## config.mk

```make
export PLATFORM = sky130hd
export DESIGN_NAME = axi_stim_master_flat
export DESIGN_NICKNAME = d
export VERILOG_FILES = /design/src/rtl/stim_pkg.sv /design/src/rtl/axi_stim_master_if.sv /design/src/rtl/stim_cmd_table.sv /design/src/rtl/axi_stim_master.sv /design/src/flat_wrapper.sv
export SDC_FILE = /design/constraint.sdc
export NUM_CORES = 2
export LEC_CHECK = 0
export CAP_MARGIN = 20
export CORE_MARGIN = 3
export CORE_UTILIZATION = 56
export DETAILED_ROUTE_END_ITERATION = 10
export PLACE_DENSITY = 0.84
export SETUP_SLACK_MARGIN = 0.15
export SLEW_MARGIN = 25
export SYNTH_ARGS = -nofsm -noshare
export SYNTH_HDL_FRONTEND = slang
export SYNTH_HIERARCHICAL = 1
export SYNTH_SLANG_ARGS = --single-unit
```

## constraint.sdc

```tcl
create_clock -name clk_i -period 17.84 [get_ports clk_i]
set_input_delay 1.784 -clock clk_i [delete_from_list [all_inputs] [get_ports clk_i]]
set_output_delay 1.784 -clock clk_i [all_outputs]
set_load 0.005 [all_outputs]
```

## src/rtl/stim_pkg.sv

```systemverilog
// stim_pkg: shared types and helpers for the AXI stimulus master
package stim_pkg;

    typedef enum logic [1:0] {OP_WRITE, OP_READ, OP_READ_CHECK, OP_END} op_e;

    typedef struct packed {
        op_e         op;
        logic [63:0] addr;
        logic [63:0] data;
        logic [7:0]  strb;
        logic [15:0] delay;
    } cmd_t;

    typedef enum logic [2:0] {S_IDLE, S_FETCH, S_DELAY, S_ISSUE, S_RESP, S_NEXT, S_DONE} state_e;

    localparam logic [1:0] RESP_OKAY  = 2'b00;
    localparam logic [1:0] BURST_INCR = 2'b01;

    // Expand a byte strobe into a bit mask covering the enabled bytes
    function automatic logic [63:0] strb_to_mask(input logic [7:0] strb);
        logic [63:0] m;
        for (int i = 0; i < 8; i++) m[i*8+:8] = {8{strb[i]}};
        return m;
    endfunction

endpackage

```

## src/rtl/axi_stim_master_if.sv

```systemverilog
// axi_stim_master_if: single-beat AXI4 bus with master/slave views
interface axi_stim_master_if #(
    parameter int unsigned AddrWidth = 64,
    parameter int unsigned DataWidth = 64,
    parameter int unsigned IdWidth   = 4,
    parameter int unsigned UserWidth = 64
) ();
    logic [IdWidth-1:0]     aw_id;
    logic [AddrWidth-1:0]   aw_addr;
    logic [7:0]             aw_len;
    logic [2:0]             aw_size;
    logic [1:0]             aw_burst;
    logic                   aw_lock;
    logic [3:0]             aw_cache;
    logic [2:0]             aw_prot;
    logic [3:0]             aw_qos;
    logic [3:0]             aw_region;
    logic [5:0]             aw_atop;
    logic [UserWidth-1:0]   aw_user;
    logic                   aw_valid;
    logic                   aw_ready;
    logic [DataWidth-1:0]   w_data;
    logic [DataWidth/8-1:0] w_strb;
    logic                   w_last;
    logic [UserWidth-1:0]   w_user;
    logic                   w_valid;
    logic                   w_ready;
    logic [IdWidth-1:0]     b_id;
    logic [1:0]             b_resp;
    logic [UserWidth-1:0]   b_user;
    logic                   b_valid;
    logic                   b_ready;
    logic [IdWidth-1:0]     ar_id;
    logic [AddrWidth-1:0]   ar_addr;
    logic [7:0]             ar_len;
    logic [2:0]             ar_size;
    logic [1:0]             ar_burst;
    logic                   ar_lock;
    logic [3:0]             ar_cache;
    logic [2:0]             ar_prot;
    logic [3:0]             ar_qos;
    logic [3:0]             ar_region;
    logic [UserWidth-1:0]   ar_user;
    logic                   ar_valid;
    logic                   ar_ready;
    logic [IdWidth-1:0]     r_id;
    logic [DataWidth-1:0]   r_data;
    logic [1:0]             r_resp;
    logic                   r_last;
    logic [UserWidth-1:0]   r_user;
    logic                   r_valid;
    logic                   r_ready;

    modport Master (
        output aw_id, aw_addr, aw_len, aw_size, aw_burst, aw_lock, aw_cache, aw_prot, aw_qos,
               aw_region, aw_atop, aw_user, aw_valid,
        input  aw_ready,
        output w_data, w_strb, w_last, w_user, w_valid,
        input  w_ready,
        input  b_id, b_resp, b_user, b_valid,
        output b_ready,
        output ar_id, ar_addr, ar_len, ar_size, ar_burst, ar_lock, ar_cache, ar_prot, ar_qos,
               ar_region, ar_user, ar_valid,
        input  ar_ready,
        input  r_id, r_data, r_resp, r_last, r_user, r_valid,
        output r_ready
    );

    modport Slave (
        input  aw_id, aw_addr, aw_len, aw_size, aw_burst, aw_lock, aw_cache, aw_prot, aw_qos,
               aw_region, aw_atop, aw_user, aw_valid,
        output aw_ready,
        input  w_data, w_strb, w_last, w_user, w_valid,
        output w_ready,
        output b_id, b_resp, b_user, b_valid,
        input  b_ready,
        input  ar_id, ar_addr, ar_len, ar_size, ar_burst, ar_lock, ar_cache, ar_prot, ar_qos,
               ar_region, ar_user, ar_valid,
        output ar_ready,
        output r_id, r_data, r_resp, r_last, r_user, r_valid,
        input  r_ready
    );

endinterface

```

## src/rtl/stim_cmd_table.sv

```systemverilog
// stim_cmd_table: command register file, one write port and one async read port
module stim_cmd_table import stim_pkg::*; #(
    parameter int unsigned NumCmds = 16
) (
    input  logic                       clk_i,
    input  logic                       we_i,
    input  logic [$clog2(NumCmds)-1:0] wr_idx_i,
    input  cmd_t                       wr_cmd_i,
    input  logic [$clog2(NumCmds)-1:0] rd_idx_i,
    output cmd_t                       rd_cmd_o
);
    cmd_t mem_q [NumCmds];

    // Table contents are deliberately not reset
    always_ff @(posedge clk_i) begin
        if (we_i && 32'(wr_idx_i) < NumCmds) mem_q[wr_idx_i] <= wr_cmd_i;
    end

    assign rd_cmd_o = mem_q[rd_idx_i];

endmodule

```

## src/rtl/axi_stim_master.sv

```systemverilog
// axi_stim_master: table-driven single-beat AXI4 stimulus master
module axi_stim_master import stim_pkg::*; #(
    parameter int unsigned AxiAddrWidth  = 64,
    parameter int unsigned AxiDataWidth  = 64,
    parameter int unsigned AxiIdWidth    = 4,
    parameter int unsigned AxiUserWidth  = 64,
    parameter int unsigned NumCmds       = 16,
    parameter int unsigned TimeoutCycles = 1024
) (
    input  logic                       clk_i,
    input  logic                       rst_ni,
    input  logic                       cmd_we_i,
    input  logic [$clog2(NumCmds)-1:0] cmd_idx_i,
    input  cmd_t                       cmd_i,
    input  logic                       start_i,
    output logic                       busy_o,
    output logic                       done_o,
    output logic                       error_o,
    output logic [$clog2(NumCmds)-1:0] err_idx_o,
    output logic [AxiDataWidth-1:0]    rd_data_o,
    output logic                       rd_valid_o,
    axi_stim_master_if.Master          axi_master
);
    localparam int unsigned IdxW  = $clog2(NumCmds);
    localparam int unsigned StrbW = AxiDataWidth / 8;
    localparam int unsigned ToW   = $clog2(TimeoutCycles + 1);

    state_e                  state_q, state_d;
    logic [IdxW-1:0]         ptr_q, ptr_d, err_idx_q, err_idx_d;
    logic [15:0]             cnt_q, cnt_d;
    logic [ToW-1:0]          to_q, to_d;
    logic                    aw_done_q, aw_done_d, w_done_q, w_done_d;
    logic                    error_q, error_d, rd_valid_q, rd_valid_d;
    logic [AxiDataWidth-1:0] rd_data_q, rd_data_d;
    cmd_t                    cmd;
    logic [63:0]             mask64;
    logic                    is_wr, to_hit, err_set, chk_bad;
    logic                    aw_hs, w_hs, ar_hs, b_hs, r_hs;
    logic                    unused_resp;

    stim_cmd_table #(.NumCmds(NumCmds)) i_table (
        .clk_i    (clk_i),
        .we_i     (cmd_we_i && state_q == S_IDLE),
        .wr_idx_i (cmd_idx_i),
        .wr_cmd_i (cmd_i),
        .rd_idx_i (ptr_q),
        .rd_cmd_o (cmd)
    );

    assign is_wr   = cmd.op == OP_WRITE;
    assign to_hit  = to_q == ToW'(TimeoutCycles - 1);
    assign mask64  = strb_to_mask(cmd.strb);
    assign chk_bad = cmd.op == OP_READ_CHECK &&
                     ((axi_master.r_data ^ cmd.data[AxiDataWidth-1:0]) & mask64[AxiDataWidth-1:0]) != '0;

    // Valids/readies are gated by reset so they fall as soon as reset is applied
    assign axi_master.aw_valid = rst_ni && state_q == S_ISSUE && is_wr && !aw_done_q;
    assign axi_master.w_valid  = rst_ni && state_q == S_ISSUE && is_wr && !w_done_q;
    assign axi_master.ar_valid = rst_ni && state_q == S_ISSUE && !is_wr;
    assign axi_master.b_ready  = rst_ni && state_q == S_RESP && is_wr;
    assign axi_master.r_ready  = rst_ni && state_q == S_RESP && !is_wr;

    assign aw_hs = axi_master.aw_valid && axi_master.aw_ready;
    assign w_hs  = axi_master.w_valid && axi_master.w_ready;
    assign ar_hs = axi_master.ar_valid && axi_master.ar_ready;
    assign b_hs  = axi_master.b_valid && axi_master.b_ready;
    assign r_hs  = axi_master.r_valid && axi_master.r_ready;

    assign axi_master.aw_id     = '0;
    assign axi_master.aw_addr   = cmd.addr[AxiAddrWidth-1:0];
    assign axi_master.aw_len    = 8'd0;
    assign axi_master.aw_size   = 3'($clog2(StrbW));
    assign axi_master.aw_burst  = BURST_INCR;
    assign axi_master.aw_lock   = 1'b0;
    assign axi_master.aw_cache  = '0;
    assign axi_master.aw_prot   = '0;
    assign axi_master.aw_qos    = '0;
    assign axi_master.aw_region = '0;
    assign axi_master.aw_atop   = '0;
    assign axi_master.aw_user   = '0;
    assign axi_master.w_data    = cmd.data[AxiDataWidth-1:0];
    assign axi_master.w_strb    = cmd.strb[StrbW-1:0];
    assign axi_master.w_last    = 1'b1;
    assign axi_master.w_user    = '0;
    assign axi_master.ar_id     = '0;
    assign axi_master.ar_addr   = cmd.addr[AxiAddrWidth-1:0];
    assign axi_master.ar_len    = 8'd0;
    assign axi_master.ar_size   = 3'($clog2(StrbW));
    assign axi_master.ar_burst  = BURST_INCR;
    assign axi_master.ar_lock   = 1'b0;
    assign axi_master.ar_cache  = '0;
    assign axi_master.ar_prot   = '0;
    assign axi_master.ar_qos    = '0;
    assign axi_master.ar_region = '0;
    assign axi_master.ar_user   = '0;

    assign unused_resp = ^{axi_master.b_id, axi_master.b_user, axi_master.r_id,
                           axi_master.r_last, axi_master.r_user};

    // Sequencer: walks the table, drives one transaction per command, records errors
    always_comb begin
        state_d    = state_q;
        ptr_d      = ptr_q;
        cnt_d      = cnt_q;
        aw_done_d  = aw_done_q;
        w_done_d   = w_done_q;
        error_d    = error_q;
        err_idx_d  = err_idx_q;
        rd_data_d  = rd_data_q;
        rd_valid_d = 1'b0;
        err_set    = 1'b0;
        case (state_q)
            S_IDLE: if (start_i) begin
                error_d = 1'b0;
                ptr_d   = '0;
                state_d = S_FETCH;
            end
            S_FETCH: begin
                aw_done_d = 1'b0;
                w_done_d  = 1'b0;
                cnt_d     = cmd.delay;
                state_d   = cmd.op == OP_END ? S_DONE : cmd.delay != 16'd0 ? S_DELAY : S_ISSUE;
            end
            S_DELAY: begin
                cnt_d   = cnt_q - 16'd1;
                state_d = cnt_q == 16'd1 ? S_ISSUE : S_DELAY;
            end
            S_ISSUE: begin
                aw_done_d = aw_done_q || aw_hs;
                w_done_d  = w_done_q || w_hs;
                if (is_wr ? (aw_done_d && w_done_d) : ar_hs) state_d = S_RESP;
                else if (to_hit) begin
                    err_set = 1'b1;
                    state_d = S_DONE;
                end
            end
            S_RESP: begin
                if (b_hs) begin
                    err_set = axi_master.b_resp != RESP_OKAY;
                    state_d = S_NEXT;
                end else if (r_hs) begin
                    rd_data_d  = axi_master.r_data;
                    rd_valid_d = 1'b1;
                    err_set    = axi_master.r_resp != RESP_OKAY || chk_bad;
                    state_d    = S_NEXT;
                end else if (to_hit) begin
                    err_set = 1'b1;
                    state_d = S_DONE;
                end
            end
            S_NEXT: begin
                ptr_d   = ptr_q == IdxW'(NumCmds - 1) ? ptr_q : ptr_q + 1'b1;
                state_d = ptr_q == IdxW'(NumCmds - 1) ? S_DONE : S_FETCH;
            end
            S_DONE:  state_d = S_IDLE;
            default: state_d = S_IDLE;
        endcase
        if (err_set) begin
            error_d   = 1'b1;
            err_idx_d = error_q ? err_idx_q : ptr_q;
        end
        to_d = state_d != state_q ? '0 : to_q + 1'b1;
    end

    // State and datapath registers
    always_ff @(posedge clk_i) begin
        if (!rst_ni) begin
            state_q    <= S_IDLE;
            ptr_q      <= '0;
            cnt_q      <= '0;
            to_q       <= '0;
            aw_done_q  <= 1'b0;
            w_done_q   <= 1'b0;
            error_q    <= 1'b0;
            err_idx_q  <= '0;
            rd_data_q  <= '0;
            rd_valid_q <= 1'b0;
        end else begin
            state_q    <= state_d;
            ptr_q      <= ptr_d;
            cnt_q      <= cnt_d;
            to_q       <= to_d;
            aw_done_q  <= aw_done_d;
            w_done_q   <= w_done_d;
            error_q    <= error_d;
            err_idx_q  <= err_idx_d;
            rd_data_q  <= rd_data_d;
            rd_valid_q <= rd_valid_d;
        end
    end

    assign busy_o     = state_q != S_IDLE;
    assign done_o     = state_q == S_DONE;
    assign error_o    = error_q;
    assign err_idx_o  = err_idx_q;
    assign rd_data_o  = rd_data_q;
    assign rd_valid_o = rd_valid_q;

endmodule
```

## src/flat_wrapper.sv

```systemverilog
// flat-port wrapper written by rule: the top's interface ports become plain ports
module axi_stim_master_flat import stim_pkg::*;
#(
    parameter int unsigned AxiAddrWidth  = 64,
    parameter int unsigned AxiDataWidth  = 64,
    parameter int unsigned AxiIdWidth    = 4,
    parameter int unsigned AxiUserWidth  = 64,
    parameter int unsigned NumCmds       = 16,
    parameter int unsigned TimeoutCycles = 1024
)
  (clk_i, rst_ni, cmd_we_i, cmd_idx_i, cmd_i, start_i, busy_o, done_o, error_o, err_idx_o, rd_data_o, rd_valid_o, axi_master_aw_id, axi_master_aw_addr, axi_master_aw_len, axi_master_aw_size, axi_master_aw_burst, axi_master_aw_lock, axi_master_aw_cache, axi_master_aw_prot, axi_master_aw_qos, axi_master_aw_region, axi_master_aw_atop, axi_master_aw_user, axi_master_aw_valid, axi_master_aw_ready, axi_master_w_data, axi_master_w_strb, axi_master_w_last, axi_master_w_user, axi_master_w_valid, axi_master_w_ready, axi_master_b_id, axi_master_b_resp, axi_master_b_user, axi_master_b_valid, axi_master_b_ready, axi_master_ar_id, axi_master_ar_addr, axi_master_ar_len, axi_master_ar_size, axi_master_ar_burst, axi_master_ar_lock, axi_master_ar_cache, axi_master_ar_prot, axi_master_ar_qos, axi_master_ar_region, axi_master_ar_user, axi_master_ar_valid, axi_master_ar_ready, axi_master_r_id, axi_master_r_data, axi_master_r_resp, axi_master_r_last, axi_master_r_user, axi_master_r_valid, axi_master_r_ready);
  axi_stim_master_if axi_master_i ();
  input  logic clk_i;
  input  logic rst_ni;
  input  logic cmd_we_i;
  input  logic [$clog2(NumCmds)-1:0] cmd_idx_i;
  input  cmd_t cmd_i;
  input  logic start_i;
  output logic busy_o;
  output logic done_o;
  output logic error_o;
  output logic [$clog2(NumCmds)-1:0] err_idx_o;
  output logic [AxiDataWidth-1:0] rd_data_o;
  output logic rd_valid_o;
  output wire logic [$bits(axi_master_i.aw_id)-1:0] axi_master_aw_id;
  output wire logic [$bits(axi_master_i.aw_addr)-1:0] axi_master_aw_addr;
  output wire logic [$bits(axi_master_i.aw_len)-1:0] axi_master_aw_len;
  output wire logic [$bits(axi_master_i.aw_size)-1:0] axi_master_aw_size;
  output wire logic [$bits(axi_master_i.aw_burst)-1:0] axi_master_aw_burst;
  output wire logic [$bits(axi_master_i.aw_lock)-1:0] axi_master_aw_lock;
  output wire logic [$bits(axi_master_i.aw_cache)-1:0] axi_master_aw_cache;
  output wire logic [$bits(axi_master_i.aw_prot)-1:0] axi_master_aw_prot;
  output wire logic [$bits(axi_master_i.aw_qos)-1:0] axi_master_aw_qos;
  output wire logic [$bits(axi_master_i.aw_region)-1:0] axi_master_aw_region;
  output wire logic [$bits(axi_master_i.aw_atop)-1:0] axi_master_aw_atop;
  output wire logic [$bits(axi_master_i.aw_user)-1:0] axi_master_aw_user;
  output wire logic [$bits(axi_master_i.aw_valid)-1:0] axi_master_aw_valid;
  input wire logic [$bits(axi_master_i.aw_ready)-1:0] axi_master_aw_ready;
  output wire logic [$bits(axi_master_i.w_data)-1:0] axi_master_w_data;
  output wire logic [$bits(axi_master_i.w_strb)-1:0] axi_master_w_strb;
  output wire logic [$bits(axi_master_i.w_last)-1:0] axi_master_w_last;
  output wire logic [$bits(axi_master_i.w_user)-1:0] axi_master_w_user;
  output wire logic [$bits(axi_master_i.w_valid)-1:0] axi_master_w_valid;
  input wire logic [$bits(axi_master_i.w_ready)-1:0] axi_master_w_ready;
  input wire logic [$bits(axi_master_i.b_id)-1:0] axi_master_b_id;
  input wire logic [$bits(axi_master_i.b_resp)-1:0] axi_master_b_resp;
  input wire logic [$bits(axi_master_i.b_user)-1:0] axi_master_b_user;
  input wire logic [$bits(axi_master_i.b_valid)-1:0] axi_master_b_valid;
  output wire logic [$bits(axi_master_i.b_ready)-1:0] axi_master_b_ready;
  output wire logic [$bits(axi_master_i.ar_id)-1:0] axi_master_ar_id;
  output wire logic [$bits(axi_master_i.ar_addr)-1:0] axi_master_ar_addr;
  output wire logic [$bits(axi_master_i.ar_len)-1:0] axi_master_ar_len;
  output wire logic [$bits(axi_master_i.ar_size)-1:0] axi_master_ar_size;
  output wire logic [$bits(axi_master_i.ar_burst)-1:0] axi_master_ar_burst;
  output wire logic [$bits(axi_master_i.ar_lock)-1:0] axi_master_ar_lock;
  output wire logic [$bits(axi_master_i.ar_cache)-1:0] axi_master_ar_cache;
  output wire logic [$bits(axi_master_i.ar_prot)-1:0] axi_master_ar_prot;
  output wire logic [$bits(axi_master_i.ar_qos)-1:0] axi_master_ar_qos;
  output wire logic [$bits(axi_master_i.ar_region)-1:0] axi_master_ar_region;
  output wire logic [$bits(axi_master_i.ar_user)-1:0] axi_master_ar_user;
  output wire logic [$bits(axi_master_i.ar_valid)-1:0] axi_master_ar_valid;
  input wire logic [$bits(axi_master_i.ar_ready)-1:0] axi_master_ar_ready;
  input wire logic [$bits(axi_master_i.r_id)-1:0] axi_master_r_id;
  input wire logic [$bits(axi_master_i.r_data)-1:0] axi_master_r_data;
  input wire logic [$bits(axi_master_i.r_resp)-1:0] axi_master_r_resp;
  input wire logic [$bits(axi_master_i.r_last)-1:0] axi_master_r_last;
  input wire logic [$bits(axi_master_i.r_user)-1:0] axi_master_r_user;
  input wire logic [$bits(axi_master_i.r_valid)-1:0] axi_master_r_valid;
  output wire logic [$bits(axi_master_i.r_ready)-1:0] axi_master_r_ready;
  assign axi_master_aw_id = axi_master_i.aw_id;
  assign axi_master_aw_addr = axi_master_i.aw_addr;
  assign axi_master_aw_len = axi_master_i.aw_len;
  assign axi_master_aw_size = axi_master_i.aw_size;
  assign axi_master_aw_burst = axi_master_i.aw_burst;
  assign axi_master_aw_lock = axi_master_i.aw_lock;
  assign axi_master_aw_cache = axi_master_i.aw_cache;
  assign axi_master_aw_prot = axi_master_i.aw_prot;
  assign axi_master_aw_qos = axi_master_i.aw_qos;
  assign axi_master_aw_region = axi_master_i.aw_region;
  assign axi_master_aw_atop = axi_master_i.aw_atop;
  assign axi_master_aw_user = axi_master_i.aw_user;
  assign axi_master_aw_valid = axi_master_i.aw_valid;
  assign axi_master_i.aw_ready = axi_master_aw_ready;
  assign axi_master_w_data = axi_master_i.w_data;
  assign axi_master_w_strb = axi_master_i.w_strb;
  assign axi_master_w_last = axi_master_i.w_last;
  assign axi_master_w_user = axi_master_i.w_user;
  assign axi_master_w_valid = axi_master_i.w_valid;
  assign axi_master_i.w_ready = axi_master_w_ready;
  assign axi_master_i.b_id = axi_master_b_id;
  assign axi_master_i.b_resp = axi_master_b_resp;
  assign axi_master_i.b_user = axi_master_b_user;
  assign axi_master_i.b_valid = axi_master_b_valid;
  assign axi_master_b_ready = axi_master_i.b_ready;
  assign axi_master_ar_id = axi_master_i.ar_id;
  assign axi_master_ar_addr = axi_master_i.ar_addr;
  assign axi_master_ar_len = axi_master_i.ar_len;
  assign axi_master_ar_size = axi_master_i.ar_size;
  assign axi_master_ar_burst = axi_master_i.ar_burst;
  assign axi_master_ar_lock = axi_master_i.ar_lock;
  assign axi_master_ar_cache = axi_master_i.ar_cache;
  assign axi_master_ar_prot = axi_master_i.ar_prot;
  assign axi_master_ar_qos = axi_master_i.ar_qos;
  assign axi_master_ar_region = axi_master_i.ar_region;
  assign axi_master_ar_user = axi_master_i.ar_user;
  assign axi_master_ar_valid = axi_master_i.ar_valid;
  assign axi_master_i.ar_ready = axi_master_ar_ready;
  assign axi_master_i.r_id = axi_master_r_id;
  assign axi_master_i.r_data = axi_master_r_data;
  assign axi_master_i.r_resp = axi_master_r_resp;
  assign axi_master_i.r_last = axi_master_r_last;
  assign axi_master_i.r_user = axi_master_r_user;
  assign axi_master_i.r_valid = axi_master_r_valid;
  assign axi_master_r_ready = axi_master_i.r_ready;
  axi_stim_master #(.AxiAddrWidth(AxiAddrWidth), .AxiDataWidth(AxiDataWidth), .AxiIdWidth(AxiIdWidth), .AxiUserWidth(AxiUserWidth), .NumCmds(NumCmds), .TimeoutCycles(TimeoutCycles)) u_core (.clk_i(clk_i), .rst_ni(rst_ni), .cmd_we_i(cmd_we_i), .cmd_idx_i(cmd_idx_i), .cmd_i(cmd_i), .start_i(start_i), .busy_o(busy_o), .done_o(done_o), .error_o(error_o), .err_idx_o(err_idx_o), .rd_data_o(rd_data_o), .rd_valid_o(rd_valid_o), .axi_master(axi_master_i));
endmodule
```

## Word level (Yosys, flattened, before mapping)

Memory sizes are Yosys's and may differ from the RTL's. A register that Yosys moved wholly into a read port is not among the register bits.
Index checks and enable logic that the tools add are counted.

| cells by class | value |
|---|---|
| add/sub/neg operators | 3 |
| equal/unequal tests | 14 |
| mux-type cells | 30 |
| bitwise logic cells | 6 |
| reduce and logical (&&, ||, !) cells | 40 |

Operators by type and width:

| cell | count |
|---|---|
| $and 64x64->64 | 1 |
| $reduce_bool 64->1 | 1 |
| $xor 64x64->64 | 1 |
| $pmux 16 s2 | 1 |
| $mux 3 | 7 |
| $pmux 3 s6 | 1 |
| $eq 16x1->1 const B | 1 |
| $logic_and 1x1->1 | 16 |
| $mux 4 | 4 |
| $reduce_bool 16->1 | 1 |
| $sub 16x1->16 const B | 1 |
| $reduce_bool 2->1 | 7 |
| $mux 1 | 13 |
| $add 11x1->11 const B | 1 |
| $eq 11x10->1 const B | 1 |
| $eq 3x3->1 const B | 3 |
| $pmux 4 s2 | 1 |
| $eq 3x2->1 const B | 2 |
| $pmux 1 s2 | 3 |
| $reduce_and 3->1 | 2 |
| $add 4x1->4 const B | 1 |
| $eq 2x2->1 const B | 2 |
| $eq 4x4->1 const B | 1 |
| $ne 2x2->1 const B | 2 |
| 11 further kinds | 19 |

| storage, ports and cells | value |
|---|---|
| register bits | 106 |
| bits in writable memories | 2464 |
| input port bits | 372 |
| output and inout bits | 542 |
| logic and storage cells | 104 |
| memories kept | 1 |

Memory list:

| name | depth | bits a word | rd ports | clocked after memory_dff | write ports | line | text |
|---|---|---|---|---|---|---|---|
| u_core.i_table.mem_q | 16 | 154 | 1 | 1 | 1 | stim_cmd_table.sv:12 | `cmd_t mem_q [NumCmds];` |

## Longest topological paths before layout

| logic depth | value |
|---|---|
| depth in word-level cells | 12 |
| gate-level depth with buffers | 15 |

## By module

Netlist, hierarchy kept.

By module, submodules not included:

| module | instances | cells each | area each (um^2) | sequential area each (um^2) |
|---|---|---|---|---|
| stim_cmd_table | 1 | 3860 | 92452.4 | 73991.0 |
| axi_stim_master | 1 | 997 | 7674.9 | 2122.0 |

## Least setup slack after synthesis

Ideal clock, no wire load.

| timing path | value |
|---|---|
| path kind | input -> register |
| start point | in cmd_we_i |
| end point | mem u_core/i_table/mem_q[0][0] (netlist name), enable pin |
| arrival | 12819 ps |
| slack | 4163 ps |
| stages on the path | 3 |
| path buffers | 0 |
| cell sequence | and2_1 -> or3b_2 -> nor3_1 |

| between the ends | value |
|---|---|
| cells in the longest elaborated chain, start to end | 3 |

Ends and longest elaborated chain:

| element | line | text |
|---|---|---|
| start, declared | flat_wrapper.sv:15 | `input logic cmd_we_i;` |
| $logic_and 1x1->1 | axi_stim_master.sv:43 | `.we_i (cmd_we_i && state_q == S_IDLE),` |
| $mux 1 | stim_cmd_table.sv:16 | `if (we_i && 32'(wr_idx_i) < NumCmds) mem_q[wr_idx_i] <= wr_cmd_i;` |
| $mux 1 (implied by the code) | stim_cmd_table.sv:16 |  |
| end, declared | stim_cmd_table.sv:12 |  |

No other way between the ends.

==> impl_metrics.ini <==
[finish]
final_core_util_pct = 64.80
fin_nets = 5772
area_growth_syn_to_layout_pct = 14.47
drive_gt1_share_pct = 20.28
final_area_um2 = 114600

[status]
status = finished, final reports clean

[clock_network]
numCtsBuffers = 231
h-tree-depth = 4
cts.sinks = 2570
cts_buffer_depth = 3
cts_tree = built
post_cts_buffers = 0
clk_latency_ns = 0.88
cts_resized = 0
clockRootBuffer = clkbuf_16
clkTransAtPathRegs_ns = 0.07
postCtsHoldBufs = 0

[critical_path]
timing.rr.end = u_core/err_idx_o[3]
r2r-start = u_core/ptr_q[2]
arrival_ns = 6.37
crit_fanout = 80
cpMostUsedCell = buf_4
crit_type = reg2out
cp-start-kind = flop
worstSetupEndpointType = output port
ff2ff_path_depth = 13
cp_slowest_stage_delay_ns = 0.91
cp.required_ns = 16.06
r2r_setup_slack_ns = 10.78
crit_path_cell_trace = buf_4, buf_4, and2_4, buf_12, a22oi_1, nand2_1, nor2_1, nor3_1, clkdlybuf4s50_1
slowest_stage = buf_4

[sta]
min_period_ns = 8.149
tightest_slew_ns = 1.438
relSlewSlack_pct = 4.131
post-route-period-util_pct = 45.68
rsz0062_at_grt = false
fin_tns_setup_ns = 0
setup_violations = 0
max_freq_mhz = 122.7
clock-skew-final_ns = 0.05816
drv_slew = 0
hold_violations = 0

[hold_path]
holdCritStartpoint = u_core/rd_data_o[50]
hold_path_end = u_core/rd_data_o[50]
min_path_type = reg2reg
holdPathStages = 2

[detailed_routing]
drt_iter0_markers = 6216
ant_nets = 0
drc = 0
drt-total-wl_um = 254700
vias = 51340
wire_per_inst_um = 31.88
dr.pass1.iters = 6
vias_per_cell = 6.427

[place]
numPortBuffers = 511
place_area_um2 = 106500
place_congestion = 0.8207
dpl.hpwl_um = 131600

[logic_synthesis]
syn_area_per_cell_um2 = 20.62
synth_edf_count = 2464
synth-seq-cells = 2570
ys_async_sr_fraction_pct = 0
synth_flop_cell = edfxtp_1
syn_inst = 4857
syn-cell-area_um2 = 100100
yosysSeqAreaShare_pct = 76.02
synth.distinct_cells = 65
ys_warn_count = 6

[floorplan]
rows = 154
die-height_um = 428.8
coreArea_um2 = 176900
dieArea_um2 = 183900
die_w_um = 428.8
ios = 914
initial_utilization_pct = 56.61

[flow_run]
max-cap-violations = 0

[pwr]
p_total_w = 0.01216
ir_drop_uv = 101.4
powerDensity_nw_per_um2 = 106.1
p_leak_nw = 35.30

[global_route]
grt_pass1_vias = 52770
grt_overflow = 0
antenna_found_initial = 59
grt_max_degree = 155
track_usage_pct = 27.67
grt_pass1_wl_um = 368500
[flip-flops by register name (all words and copies together), names as in the netlist]
name	count
u_core/error_o	1
u_core/w_done_q	1
u_core/rd_data_o	64
u_core/i_table/mem_q	2464
u_core/cnt_q	16
u_core/aw_done_q	1
u_core/err_idx_o	4
u_core/rd_valid_o	1
u_core/to_q	11
u_core/state_q	3
u_core/ptr_q	4
[report_power, final]
| group | total [W] | switching (W) | internal [W] |
|---|---|---|---|
| Combinational | 0.000341 | 0.000225 | 0.000116 |
| Sequential | 0.00672 | 0.0000273 | 0.00669 |
| Clock | 0.00510 | 0.00221 | 0.00289 |
| Total | 0.0122 | 0.00246 | 0.00969 |
[cell type report]
cell class	instances	area, um^2
well taps	2340	2928
repair buffers	615	6092
inverters	8	31.28
clock buffers	279	6032
fillers	10810	62270
clock inverters	156	1851
diodes	50	125.1
flip-flops and latches	2570	76130
multi-input cells	1970	21430
[cell usage after synthesis (23+ instances only)]
library cell | n | area [um^2]
nand2_1 | 276 | 1036
a21oi_1 | 90 | 450.4
nor2_1 | 61 | 229.0
a22oi_1 | 270 | 2027
buf_4 | 345 | 2590
clkbuf_1 | 91 | 341.6
edfxtp_1 | 2464 | 73990
nor2b_1 | 28 | 175.2
mux2_2 | 63 | 709.4
mux2i_1 | 25 | 250.2
o221ai_1 | 23 | 201.4
o21ai_0 | 41 | 205.2
buf_2 | 107 | 535.5
mux4_2 | 582 | 13110
xnor2_1 | 66 | 578.1
dfxtp_1 | 106 | 2122
[through the flow]
step                hold WS (ns)  worst slack [ns]  cells
CTS                       0.4555             9.472   7936
global placement          0.4438             10.42   7501
detailed placement        0.4486             10.42   7501
finish                    0.4578             9.691   7988
global route              0.4710             9.411   7980
floorplan                 0.4512             4.163   5120
[placed cells by master, fill, tap and decap left out, drive strengths merged, types with 15 or more instances in the layout]
cell / netlist / final
edfxtp: 2464 / 2464
mux4: 582 / 582
clkdlybuf4s50: 0 / 511
clkbuf: 91 / 279
nand2: 276 / 276
a22oi: 270 / 270
conb: 2 / 265
clkinv: 1 / 107
dfxtp: 106 / 106
buf: 481 / 104
a21oi: 90 / 90
xnor2: 66 / 66
mux2: 63 / 63
nor2: 61 / 61
diode: 0 / 50
o21ai: 41 / 41
bufinv: 0 / 32
nor2b: 28 / 28
mux2i: 25 / 25
o221ai: 23 / 23
nand4: 22 / 22
nand2b: 21 / 21
nand3: 20 / 20
nor3: 16 / 16
a221oi: 15 / 15
[worst max path at each step]
stage	from	endpoint	slack, ns	cells after the start
3_3_place_gp	u_core/ptr_q[0]	axi_master_w_strb[2]	10.42	7
2_1_floorplan	cmd_we_i	u_core/i_table/mem_q[0][0]	4.16	3
3_5_place_dp	u_core/ptr_q[0]	axi_master_w_strb[2]	10.42	7
4_1_cts	u_core/ptr_q[0]	axi_master_w_strb[2]	9.47	7
5_1_grt	u_core/ptr_q[2]	axi_master_ar_valid	9.41	9
6_report	u_core/ptr_q[2]	axi_master_ar_valid	9.69	9
[logic make-up after synthesis]
| family | synth area share (%) |
|---|---|
| buffers and inverters | 3.729 |
| other | 0.007500 |
| adders and majority gates | 0.04999 |
| DFF | 76.02 |
| muxes | 14.05 |
| AOI/OAI and AO/OA | 3.281 |
| xor gates and xnor gates | 0.6473 |
| and+or+nand+nor | 2.219 |
[worst max-delay path, delay by kind of cell (launching register included)]
| family | cells | cell delay, ns |
|---|---|---|
| compound gates | 1 | 0.18 |
| simple gates | 4 | 1.41 |
| flops | 1 | 0.81 |
| buf+inv | 4 | 2.96 |
[metal layers]
layer | routed length (um) | vias to the layer above | track usage [%] | share of wire, %
met5 | 68 | - | 0 | 0.027
met4 | 12670 | 10 | 13.53 | 5.0
met3 | 26300 | 624 | 5.914 | 10
met2 | 129800 | 3708 | 46.62 | 51
met1 | 85840 | 26510 | 34.35 | 34
li1 | - | 20490 | - | -
Power figures use the tool's default switching activity.
